**src/rtl/logic_shift_unit.sv**
```systemverilog
// Logic/shift unit: single-cycle logic ops, serial one-bit-per-clock shifts and rotates.
// Results and carry/overflow are registered; sign/zero derive from the held result.
module logic_shift_unit #(
   parameter int WIDTH = 8
) (
   input  logic             clk,
   input  logic             reset,
   input  logic             start,
   input  logic [2:0]       fn,
   input  logic [WIDTH-1:0] a,
   input  logic [WIDTH-1:0] b,
   output logic             busy,
   output logic             done,
   output logic [WIDTH-1:0] result,
   output logic             c,
   output logic             v,
   output logic             s,
   output logic             n,
   output logic             z
);

   localparam int SHW = $clog2(WIDTH);

   localparam logic [2:0] FN_PASS = 3'd0;
   localparam logic [2:0] FN_AND  = 3'd1;
   localparam logic [2:0] FN_OR   = 3'd2;
   localparam logic [2:0] FN_XOR  = 3'd3;
   localparam logic [2:0] FN_SHL  = 3'd4;
   localparam logic [2:0] FN_SHR  = 3'd5;
   localparam logic [2:0] FN_ASR  = 3'd6;
   localparam logic [2:0] FN_ROL  = 3'd7;

   typedef enum logic {IDLE, SHIFT} state_t;

   state_t           state_q;
   logic [WIDTH-1:0] work_q;
   logic [SHW-1:0]   cnt_q;
   logic [2:0]       op_q;
   logic             vacc_q;
   logic             busy_q;
   logic             done_q;
   logic [WIDTH-1:0] result_q;
   logic             c_q;
   logic             v_q;

   logic [WIDTH-1:0] logic_res;
   logic [SHW-1:0]   count;
   logic [WIDTH-1:0] work_d;
   logic             vacc_d;
   logic             step_out;

   assign count = b[SHW-1:0];

   always_comb begin
      logic_res = a;
      case (fn)
         FN_PASS: logic_res = a;
         FN_AND:  logic_res = a & b;
         FN_OR:   logic_res = a | b;
         FN_XOR:  logic_res = a ^ b;
         default: logic_res = a;
      endcase
   end

   // One shift/rotate step of the working word; step_out is the bit that leaves it.
   always_comb begin
      work_d   = work_q;
      step_out = 1'b0;
      vacc_d   = vacc_q;
      case (op_q)
         FN_SHL: begin
            work_d   = {work_q[WIDTH-2:0], 1'b0};
            step_out = work_q[WIDTH-1];
            vacc_d   = vacc_q | (work_q[WIDTH-1] ^ work_q[WIDTH-2]);
         end
         FN_SHR: begin
            work_d   = {1'b0, work_q[WIDTH-1:1]};
            step_out = work_q[0];
         end
         FN_ASR: begin
            work_d   = {work_q[WIDTH-1], work_q[WIDTH-1:1]};
            step_out = work_q[0];
         end
         FN_ROL: begin
            work_d   = {work_q[WIDTH-2:0], work_q[WIDTH-1]};
            step_out = work_q[WIDTH-1];
         end
         default: begin
            work_d   = work_q;
            step_out = 1'b0;
         end
      endcase
   end

   always_ff @(posedge clk) begin
      if (reset) begin
         state_q  <= IDLE;
         work_q   <= '0;
         cnt_q    <= '0;
         op_q     <= FN_PASS;
         vacc_q   <= 1'b0;
         busy_q   <= 1'b0;
         done_q   <= 1'b0;
         result_q <= '0;
         c_q      <= 1'b0;
         v_q      <= 1'b0;
      end else begin
         done_q <= 1'b0;
         case (state_q)
            IDLE: begin
               if (start) begin
                  if (!fn[2] || count == '0) begin
                     result_q <= fn[2] ? a : logic_res;
                     c_q      <= 1'b0;
                     v_q      <= 1'b0;
                     done_q   <= 1'b1;
                  end else begin
                     work_q  <= a;
                     cnt_q   <= count;
                     op_q    <= fn;
                     vacc_q  <= 1'b0;
                     busy_q  <= (count != SHW'(1));
                     state_q <= SHIFT;
                  end
               end
            end
            SHIFT: begin
               work_q <= work_d;
               vacc_q <= vacc_d;
               cnt_q  <= cnt_q - SHW'(1);
               // busy covers every shift cycle except the final one
               busy_q <= (cnt_q > SHW'(2));
               if (cnt_q == SHW'(1)) begin
                  result_q <= work_d;
                  c_q      <= step_out;
                  v_q      <= (op_q == FN_SHL) ? vacc_d : 1'b0;
                  done_q   <= 1'b1;
                  busy_q   <= 1'b0;
                  state_q  <= IDLE;
               end
            end
            default: state_q <= IDLE;
         endcase
      end
   end

   assign busy   = busy_q;
   assign done   = done_q;
   assign result = result_q;
   assign c      = c_q;
   assign v      = v_q;
   assign s      = result_q[WIDTH-1];
   assign n      = result_q[WIDTH-1];
   assign z      = (result_q == '0);

endmodule
```
**config.mk**
```make
export PLATFORM = sky130hd
export DESIGN_NAME = logic_shift_unit
export DESIGN_NICKNAME = d
export VERILOG_FILES = /design/src/rtl/logic_shift_unit.sv
export SDC_FILE = /design/constraint.sdc
export NUM_CORES = 1
export LEC_CHECK = 0
export ABC_AREA = 1
export BUFFER_PORTS_ARGS = -buffer_cell sky130_fd_sc_hd__buf_2
export CAP_MARGIN = 20
export CORE_MARGIN = 4
export CORE_UTILIZATION = 61
export DETAILED_ROUTE_END_ITERATION = 12
export GPL_ROUTABILITY_DRIVEN = 0
export HOLD_SLACK_MARGIN = 0.1
export MAX_ROUTING_LAYER = met4
export PLACE_DENSITY = 0.86
export SLEW_MARGIN = 30
export SYNTH_ARGS = -nofsm -noshare
export SYNTH_HDL_FRONTEND = slang
export SYNTH_SLANG_ARGS = --single-unit
```
**constraint.sdc**
```tcl
create_clock -name clk -period 3.9 [get_ports clk]
set_clock_uncertainty 0.05 [all_clocks]
set_input_delay 0 -clock clk [delete_from_list [all_inputs] [get_ports clk]]
set_output_delay 0 -clock clk [all_outputs]
set_load 0.005 [all_outputs]
```
# Word level (Yosys, flattened, before mapping)
# Index checks and enable logic that the tools add are counted.
[totals]
mem_bits_ro = 0
regBits = 28
output_inout_bits = 15
mem_count = 0
ramBits = 0
inputBits = 22
latchBits = 0
[op_classes]
eq_ne = 13
n_mux = 37
shifts = 0
bitwise_logic = 7
reduce_logical = 9
add_sub_neg = 1
n_lt_le_gt_ge = 1
mul = 0
div_mod_pow = 0
[ops]
columns = ["cell", "n"]
rows = [
  ["8-bit two-way mux", 6],
  ["8-bit case mux with 2 select lines", 2],
  ["8-bit case mux with 4 select lines", 1],
  ["8-bit case mux with 3 select lines", 1],
  ["1-bit two-way mux", 17],
  ["1-bit case mux with 2 select lines", 7],
  ["3-bit equality test, second input constant", 4],
  ["8-bit AND", 1],
  ["8-bit logical NOT", 1],
  ["8-bit bitwise OR", 1],
  ["8-bit XOR", 1],
  ["3-bit by 1-bit equality test with 1-bit output, second input constant", 2],
  ["3-bit by 2-bit equality test with 1-bit output, second input constant", 2],
  ["3-bit two-way mux", 2],
  ["2-bit != test, second input constant", 3],
  ["3-bit case mux with 2 select lines", 1],
  ["3-bit AND reduction", 2],
  ["2-bit OR reduction", 2],
  ["3-bit by 2-bit > comparator with 1-bit output, second input constant", 1],
  ["3-bit logical NOT", 1],
  ["3-bit by 1-bit != test with 1-bit output, second input constant", 1],
  ["3-bit by 1-bit subtractor with 3-bit output, second input constant", 1],
  ["2-bit by 1-bit != test with 1-bit output, second input constant", 1],
  ["1-bit NOT", 2],
  ["5 further kinds", 5],
]

# Depth between registers and ports, before layout
# Gate-level depths: netlist of the first run.
[depth]
ltp_word = 6
ltp_mapped = 10
mapped_depth_nobuf = 10

# Worst setup path before layout of the first run
# No wires, ideal clock.
[synth_path]
path_type = "reg-to-reg"
startpoint = "register cnt_q[1]"
endpoint = "register result_q[1], in the netlist result[1]"
synth_period_minus_slack_ns = 1.264
setup_time_ns = 0.109
slack_ns = 2.636
t_arrival_ns = 1.106
path_stages_with_launch = 10
cell_sequence = "dfxtp_1 inv_1 ha_1 nand3_1 nand2_1 buf_2 o21ai_0 inv_1 nand2_1 inv_1"
[synth_between]
elab_chain_cells = 3
[synth_lines]
columns = ["item", "line", "text"]
rows = [
  ["from (decl)", "37", "logic [SHW-1:0] cnt_q;"],
  ["from (signal assigned)", "119", "cnt_q <= count;"],
  ["from (signal assigned)", "130", "cnt_q <= cnt_q - SHW'(1);"],
  ["3-bit by 1-bit equality test with 1-bit output", "133", "if (cnt_q == SHW'(1)) begin"],
  ["2-bit by 1-bit != test with 1-bit output (no source line)", "--", ""],
  ["3-bit AND reduction (no source line)", "--", ""],
  ["to (signal assigned)", "113", "result_q <= fn[2] ? a : logic_res;"],
  ["to (signal assigned)", "134", "result_q <= work_d;"],
  ["to (decl)", "42", "logic [WIDTH-1:0] result_q;"],
]
# Every way passes these cells.
# A chain may end at the register's enable or synchronous reset.

# Worst setup path in the final report of the first run
[layout_path]
startpoint = "register state_q"
endpoint = "register cnt_q[1]"
[layout_between]
elab_chain_cells = 3
word_cells_on_any_way = 5
[layout_lines]
columns = ["item", "line", "text"]
rows = [
  ["from (decl)", "35", "state_t state_q;"],
  ["from (signal assigned)", "97", "state_q <= IDLE;"],
  ["from (signal assigned)", "123", "state_q <= SHIFT;"],
  ["from (signal assigned)", "139", "state_q <= IDLE;"],
  ["1-bit NOT (no source line)", "--", ""],
  ["2-bit != test (no source line)", "--", ""],
  ["2-bit AND reduction (no source line)", "--", ""],
]
# Several ways; a longest one is shown, not always the timed one.

==> results_dict.tcl, run 1 <==
set metrics [dict create \
    outcome "complete, no violations" \
    area_delta_synth_final_pct 17.2 \
    vias 2364 \
    grt_pass1_vias 2170 \
    power.leakage_nw 1.35 \
    grt_overflow 0 \
    wl_mm 5.78 \
    power_density_nw_per_um2 289 \
    worst_pin_slew_ps 685 \
    start_util_pct 63.7 \
    route.detailed.drc 0 \
    use_met2_pct 46.5 \
    grt_busiest_layer "met2" \
    die_y_um 67.3 \
    hold_slack_ps 94.2 \
    synth_area_leaders "dfxtp_1 26%, nand2_1 15%, ha_1 11%, inv_1 11%, nand3_1 8.6%" \
    met1_usage_pct 35.9 \
    setup_viol 0 \
    path_class "reg -> reg" \
    min_path_type "in -> reg" \
    cts_setup_buffers 0 \
    antenna_found_initial 0 \
    htreeDepth 1 \
    start_kind "register" \
    synthFlopType "dfxtp_1" \
    yosysUniqueCellTypes 27 \
    rsz0062_at_grt "false" \
    yosysWarnings 0 \
    combPwrFrac_pct 27.3 \
    hpwl_mm 4.09 \
    fin_util_pct 74.7 \
    seqPwrFrac_pct 45.6 \
    synth_seq_area_share_pct 26.2 \
    synthesis.area_um2 2140 \
    syn_area_per_cell_um2 6.25 \
    cpPeakStageDelay_ps 790 \
    cpMostUsedCell "a21oi_1" \
    cp.arrival_ps 2600 \
    cts_buffer_depth 2 \
    antenna_cells 0 \
    met3_usage_pct 4.16 \
    final_max_slew_viol_count 0 \
    die_w_um 67.3 \
    relSlewSlack_pct 54.3 \
    critical_path.n_buffers_inverters 2 \
    rows 21 \
    placeableCoreArea_um2 3360 \
    cap_violations 0 \
    syn_nets 384 \
    grt_max_degree 21 \
    synth_seq_cells 28 \
    swShare_pct 32.4 \
    grt_usage_pct 28.4 \
    wire_per_inst_um 13.4 \
    layout_min_cycle_time_ps 2420 \
    root_buffer "clkbuf_4" \
    final_cell_mix "83 x nand2_1, 61 x inv_1, 37 x nand3_1" \
    finalHoldViolCount 0 \
    switchingPower_w 0.000235 \
    crit_required_ps 4080 \
    place_inst 411 \
    clkPwrFrac_pct 27.1 \
    internal_power_w 0.000491 \
    path_cells "nor2_1 > nand2_2 > inv_1 > a21oi_1 > a21oi_1 > dlygate4sd3_1" \
    critical_path.max_fanout 20 \
    numClockSinks 28 \
    syn-instance-count 343 \
    nets 427 \
    path_delay_family "flip-flops" \
    synth_largest_area_cell "dfxtp_1" \
    netlist.area_leader.share_pct 26.2 \
    via_per_inst 5.48 \
    slowest_stage "dfxtp_1" \
    ant_nets 0 \
    cts_buffers 3 \
    synthArstFlopShare_pct 0 \
    drive_above_1_share_pct 12.7 \
    io_pins 37 \
    layout.cells.non_filler 431 \
    clk_latency_ps 340 \
    finalSetupTns_ps 0 \
    synth_edf_count 0 \
    final_common_cell "nand2_1" \
    endpoint_kind "register" \
    die-area_um2 4520 \
    period_share_pct 62.0 \
    cts_tree "built" \
    max_freq_mhz 414 \
    max-vdd-ir-drop_v 0.000267 \
    io_buffers 36 \
    path_clk_slew_ps 150 \
    first_pass_iters 5 \
    first_iter_violations 217 \
    grt_pass1_wl_mm 9.72 \
]
[final timing paths]
check | start | to | slack [ps] | cells past startpoint
worst max-delay path | state_q | cnt_q[1] | 1480 | 6
worst min-delay path | b[0] | cnt_q[0] | 90 | 5
worst max register to register | state_q | cnt_q[1] | 1480 | 6
worst min register to register | busy | busy | 430 | 2
[final cells by class]
class	instances	area [um^2]
clock inverter	1	30.0
multi-input combinational	239	1270
timing repair buffer	52	340
tap	46	57.6
inverter	62	233
clock buffer	3	22.5
sequential	28	561
fill	307	852
[cell families (layout without fill, tap and decap cells)]
| kind of cell | count (synthesis) | count (layout) | share of synthesized area (%) |
|---|---|---|---|
| compound gates | 57 | 57 | 14.9 |
| flops | 28 | 28 | 26.2 |
| buf+inv | 76 | 118 | 14.7 |
| fa+ha+maj | 19 | 19 | 11.1 |
| simple gates | 161 | 161 | 32.4 |
| xor+xnor | 2 | 2 | 0.818 |
[power groups by stage]
stage	Sequential, W	Clock (W)	Combinational, W
2_1_floorplan	0.000329	0	0.000130
3_3_place_gp	0.000335	0	0.000173
3_5_place_dp	0.000336	0	0.000179
4_1_cts	0.000330	0.000193	0.000194
5_1_grt	0.000334	0.000211	0.000225
6_report	0.000331	0.000196	0.000198
[repair_timing]
item,in CTS,in global routing
resized for setup,0,0
hold buffers,16,0
setup endpoints to repair,0,0
endpoints found under the hold margin,18,0
[synth_stat cells (2+ instances only)]
library cell and number:
a21oi_1 26, a21oi_2 2, buf_2 5, buf_4 4, clkbuf_1 4, dfxtp_1 28
ha_1 19, inv_1 61, nand2_1 83, nand3_1 37, nand4_1 10, nor2_1 26
o21ai_0 22, o21ai_2 3
[stage by stage]
stage	instance area [um^2]	worst slack [ps]	total power (W)
4_1_cts	2510	1600	0.000717
6_report	2510	1480	0.000725
2_1_floorplan	2140	2640	0.000459
5_1_grt	2510	1320	0.000770
3_5_place_dp	2300	1920	0.000515
3_3_place_gp	2300	2000	0.000508
[worst reg2reg max path, delay by kind of cell (launching register included)]
kind            cells  cell delay (ps)
flops               1              790
buf+inv             2              740
simple gates        2              490
compound gates      2              250
[routing by layer]
layer / share of wire [%] / wire length, um
met1: 41 / 2380
met5: 0 / 0
met4: 2.2 / 127
met3: 6.6 / 380
met2: 50 / 2890
[sequential cells by signal, indices dropped and copies added, names as in the netlist]
register	count
result	8
work_q	8
cnt_q	3
op_q	3
busy	1
c	1
done	1
state_q	1
v	1
vacc_q	1
No activity file was read; power rests on OpenSTA's default activity.
==> run 2: changes to the inputs <==
ABC_AREA = 0   (was 1)
CORE_UTILIZATION = 55   (was 61)
PLACE_DENSITY = 0.79   (was 0.86)
clock period = 2.3 ns   (was 3.9 ns; I/O delays follow)
==> run 2 against run 1 <==
Area after synthesis fell by 8.2%. Total power rose by 49%. Synthesized cell count fell by 36%. Sequential cell count did not move. Die area rose by 1.6%. Global-route usage fell by 6.6 points. Sequential share of layout area rose by 1.9 points. Hold slack improved by 50 ps. Via count fell by 25%. Worst setup slack got worse by 1000 ps. Critical path depth did not move. Largest cell class unchanged. Highest routed layer unchanged.
==> results_dict.tcl, run 2 <==
set metrics [dict create \
    die-area_um2 4590 \
    power.leakage_nw 1.04 \
    relSlewSlack_pct 59.3 \
    wire_per_inst_um 14.8 \
    grt_usage_pct 21.8 \
    layout_min_cycle_time_ps 1830 \
    path_clk_slew_ps 140 \
    numClockSinks 28 \
    grt_max_degree 29 \
    io_pins 37 \
    r2r_start "state_q" \
    combPwrFrac_pct 29.8 \
    area_delta_synth_final_pct 17.8 \
    die_y_um 67.8 \
    cp.arrival_ps 1990 \
    ant_nets 0 \
    synth-xor-area-share_pct 1.85 \
    wl_mm 4.57 \
    endpoint_kind "register" \
    synth_simple_gate_area_share_pct 10.6 \
    synth_area_leaders "dfxtp_1 29%, ha_1 12%, mux2i_1 8.7%, a22oi_1 5.7%, a311oi_2 4.6%" \
    clk_latency_ps 320 \
    cap_violations 0 \
    htreeDepth 1 \
    yosysUniqueCellTypes 40 \
    final_max_slew_viol_count 0 \
    placeableCoreArea_um2 3390 \
    die_w_um 67.8 \
    synth_edf_count 0 \
    setup_viol 0 \
    power_density_nw_per_um2 467 \
    rrSetupSlack_ps 680 \
    finalSetupTns_ps 0 \
    synth_most_common_cell "dfxtp_1" \
    cts_tree "built" \
    rows 21 \
    clkPwrFrac_pct 18.5 \
    finalHoldViolCount 0 \
    min_path_type "in -> reg" \
    syn_area_per_cell_um2 8.89 \
    period_share_pct 79.5 \
    vias 1784 \
    critical_path.max_fanout 11 \
    cpPeakStageDelay_ps 560 \
    grt_pass1_vias 1645 \
    antenna_found_initial 0 \
    antenna_cells 0 \
    seqPwrFrac_pct 51.7 \
    max_freq_mhz 547 \
    synth_top_family_by_area "compound AO/OA/AOI/OAI gates" \
    io_buffers 36 \
    synth_seq_cells 28 \
    cts_buffers 3 \
    synthAdderAreaFrac_pct 12.1 \
    path_class "in -> reg" \
    crit-reg2reg-capture "cnt_q[2]" \
    outcome "complete, no violations" \
    grt_overflow 0 \
    cts_buffer_depth 2 \
    worstHoldStart "b[1]" \
    fin_util_pct 68.3 \
    synthMuxAreaShare_pct 9.23 \
    first_pass_iters 4 \
    cts_resized 0 \
    hpwl_mm 3.24 \
    route.detailed.drc 0 \
    rsz0062_at_grt "false" \
    syn-instance-count 221 \
    max-vdd-ir-drop_v 0.000476 \
    start_util_pct 58.0 \
    final_common_cell "buf_2" \
    first_iter_violations 121 \
    slowest_stage "nor2b_1" \
    worst_pin_slew_ps 609 \
    grt_pass1_wl_mm 7.56 \
    nets 305 \
    hold_slack_ps 145 \
    yosysWarnings 0 \
    synthArstFlopShare_pct 0 \
    drive_above_1_share_pct 20.6 \
    synthesis.area_um2 1970 \
    hold_depth 5 \
    netlist.area_leader.share_pct 28.5 \
    ff2ff_path_depth 4 \
    synthFlopType "dfxtp_1" \
    start_kind "input port" \
    synth_seq_area_share_pct 28.5 \
    synth_largest_area_cell "dfxtp_1" \
    via_per_inst 5.79 \
    root_buffer "clkbuf_4" \
    holdPathEnd "cnt_q[1]" \
    swShare_pct 32.0 \
    path_cells "dlygate4sd3_1 > buf_2 > nor2b_1 > a22oi_1 > o221ai_1 > a311oi_2" \
    synth.top_cells.by_count "28 x dfxtp_1, 21 x nor2_1, 20 x inv_1" \
    fillers 281 \
    internal_power_w 0.000735 \
    final_cell_mix "36 x buf_2, 28 x dfxtp_1, 21 x nor2_1" \
    switchingPower_w 0.000347 \
    synth_compound_area_share_pct 28.5 \
    crit_required_ps 2460 \
    syn_nets 262 \
]
run 2: changes by cell type in the layout (fill, tap and decap cells not counted), moves of 5 or more:
cell / previous run / this run
a311oi_2: 0 / 6
nor2_1: 26 / 21
a21oi_1: 26 / 13
o21ai_0: 22 / 9
nand3_1: 37 / 2
o221ai_1: 0 / 8
nand4_1: 10 / 1
nand2_1: 83 / 4
mux2i_1: 0 / 17
inv_1: 61 / 20
a21o_1: 0 / 7
a22oi_1: 0 / 15
run 2: critical path, delay by kind of cell:
family	cells	cell delay (ps)
AND/OR/NAND/NOR	1	560
AO/OA/AOI/OAI	3	600
buffers and inverters	2	810
run 2: power by group through the flow:
stage / logic (W) / clock network (W) / registers (W)
final: 0.000322 / 0.000200 / 0.000559
after global routing: 0.000359 / 0.000224 / 0.000565
after CTS: 0.000319 / 0.000206 / 0.000559
after detailed placement: 0.000297 / 0 / 0.000569
after global placement: 0.000289 / 0 / 0.000568
after floorplan: 0.000221 / 0 / 0.000558
run 2: cell families (layout without fill, tap and decap cells):
logic type	count (synthesis)	after routing
and+or+nand+nor	42	42
xor gates and xnor gates	2	2
AOI/OAI and AO/OA	74	74
DFF	28	28
adders and majority gates	19	19
muxes	18	18
buffers and inverters	38	79
run 2: timing repair:
item                      4_1_cts  5_1_grt
hold buffers                   17        0
setup buffers                   0        0
hold endpoints to repair       19        0
run 2: stage by stage:
stage               setup slack (ps)  cell area, um^2  total power, W  cells
floorplan                        758             1970        0.000778    221
global placement                 613             2120        0.000857    288
detailed placement               575             2120        0.000866    288
CTS                              457             2310         0.00108    308
global route                     420             2310         0.00115    308
finish                           471             2310         0.00108    308
run 2: how the worst max path moves through the flow:
stage / startpoint / to / slack (ps) / cells after the start
2_1_floorplan: cnt_q[1] / result[7] / 760 / 7
3_3_place_gp: state_q / op_q[0] / 610 / 4
3_5_place_dp: state_q / op_q[1] / 580 / 4
4_1_cts: fn[2] / work_q[7] / 460 / 6
5_1_grt: fn[1] / result[6] / 420 / 6
6_report: fn[1] / result[6] / 470 / 6
run 2: layout make-up:
class | instances | area [um^2] | share of cell area (%)
inverter | 20 | 75.1 | 3.24
clock buffer | 3 | 22.5 | 0.973
sequential | 28 | 561 | 24.2
multi-input combinational | 155 | 1230 | 53.0
timing repair buffer | 56 | 373 | 16.1
tap | 46 | 57.6 | 2.49
run 2: metal layers:
layer  vias to the layer above  track usage (%)  part of all wire (%)
met3                         4             3.49                   5.2
li1                        893                -                     -
met2                        52             37.3                    50
met1                       835             27.0                    44
met4                         0             4.71                  0.83
met5                         -                -                     0
==> run 3: changes to the inputs <==
clock period = 1.75 ns   (was 2.3 ns; I/O delays follow)
==> run 3 against run 2 <==
Sequential share of layout area is 0.67 points lower. Critical path depth stayed put. Final cell count is 2.3% higher. Routed wire length is 1.7% higher. Critical path type is now reg -> reg. Largest cell class unchanged. Largest power group unchanged. Highest routed layer unchanged.
==> results_dict.tcl, run 3 (synthesis results as in run 2) <==
set metrics [dict create \
    final_max_slew_viol_count 0 \
    setup_viol 0 \
    finalHoldViolCount 0 \
    post-place-ws_ps -37.9 \
    numClockSinks 28 \
    crit_required_ps 1980 \
    rrSetupSlack_ps 90 \
    relSlewSlack_pct 62.2 \
    cts_tree "built" \
    fillers 264 \
    die-area_um2 4590 \
    io_buffers 36 \
    path_class "reg -> reg" \
    placeableCoreArea_um2 3390 \
    cap_violations 0 \
    layout_min_cycle_time_ps 1660 \
    cts_setup_buffers 0 \
    io_pins 37 \
    cpPeakStageDelay_ps 580 \
    route.detailed.drc 0 \
    path_cells "buf_4 > inv_2 > buf_6 > nand4_1 > dlygate4sd3_1 > a31oi_1" \
    r2r_start "state_q" \
    clk_latency_ps 340 \
    rsz0062_at_grt "false" \
    crit-reg2reg-capture "cnt_q[2]" \
    critical_path.max_fanout 12 \
    grt_usage_pct 22.7 \
    period_share_pct 95.1 \
    vias 1812 \
    fin_util_pct 70.4 \
    final_cell_mix "36 x buf_2, 27 x dfxtp_1, 20 x nor2_1" \
    area_delta_synth_final_pct 21.4 \
    cp_num_cells 6 \
    seq_area_um2 562 \
    nets 311 \
    cts_buffers 3 \
    endpoint_kind "register" \
    die_y_um 67.8 \
    path_clk_slew_ps 150 \
    die_w_um 67.8 \
    first_pass_iters 4 \
    hpwl_mm 3.28 \
    max-vdd-ir-drop_v 0.000431 \
    grt_pass1_wl_mm 7.73 \
    ff2ff_path_depth 6 \
    via_per_inst 5.75 \
    rows 21 \
    min_path_type "in -> reg" \
    multi_input_area_um2 1230 \
    wl_mm 4.65 \
    ant_nets 0 \
    htreeDepth 1 \
    grt_pass1_vias 1740 \
    max_freq_mhz 601 \
    final_common_cell "buf_2" \
    drive_above_1_share_pct 23.8 \
    antenna_found_initial 0 \
    grt_overflow 0 \
    cp-startpoint "state_q" \
    slowest_stage "dlygate4sd3_1" \
    first_iter_violations 82 \
    root_buffer "clkbuf_4" \
    power.leakage_nw 1.08 \
    wire_per_inst_um 14.8 \
    critical_path.n_buffers_inverters 4 \
    grt_max_degree 29 \
    start_util_pct 58.0 \
    antenna_cells 0 \
    power_density_nw_per_um2 629 \
    outcome "complete, no violations" \
    setup_slack_ps 85.1 \
    cp.arrival_ps 1890 \
    start_kind "register" \
    crit_end "cnt_q[2]" \
    path_delay_family "buffers and inverters" \
    cts_buffer_depth 2 \
    worst_pin_slew_ps 567 \
]
## run 3: worst min-delay path by stage
stage | from | endpoint | cells past startpoint
detailed placement | fn[1] | op_q[1] | 3
global route | b[1] | cnt_q[1] | 5
global placement | start | cnt_q[2] | 3
CTS | b[2] | cnt_q[0] | 4
finish | b[1] | cnt_q[1] | 5
floorplan | start | cnt_q[2] | 2
## run 3: tightest hold or removal path: stages
cell and delay [ps]:
buf_2 150, a31oi_1 110, a21oi_1 110, a21oi_1 50, nor2_1 80
## run 3: where the power goes
group	leakage, nW	switching [W]	internal [W]
sequential	0.230	0.0000468	0.000685
combinational	0.830	0.000230	0.000216
clock	0.0210	0.000194	0.000128
total	1.08	0.000472	0.00103
## run 3: stage by stage
stage	hold slack, ps	power (W)	TNS (ps)	instances	cell area, um^2
5_1_grt	201	0.00160	0	315	2390
3_3_place_gp	309	0.00114	0	294	2160
4_1_cts	144	0.00150	0	315	2370
6_report	138	0.00150	0	315	2390
2_1_floorplan	144	0.00102	0	221	1970
3_5_place_dp	319	0.00115	-210	294	2160
## run 3: per-layer routing
metal | share of wire [%] | GRT usage, %
met5 | 0 | -
met4 | 1.8 | 6.70
met3 | 4.9 | 4.16
met2 | 49 | 41.2
met1 | 44 | 25.3
## run 3: cell type report
type                       count  area share [%]
clock buffer                   4            1.52
inverter                      20            3.15
multi-input combinational    155            51.7
sequential                    28            23.5
tap                           46            2.41
timing repair buffer          62            17.7
## run 3: what timing repair did
action                                  4_1_cts  5_1_grt
resized for setup                             1        5
endpoints found under the setup margin        9        5
hold buffers                                 17        0
pin swaps                                     0        0
hold endpoints to repair                     23        0
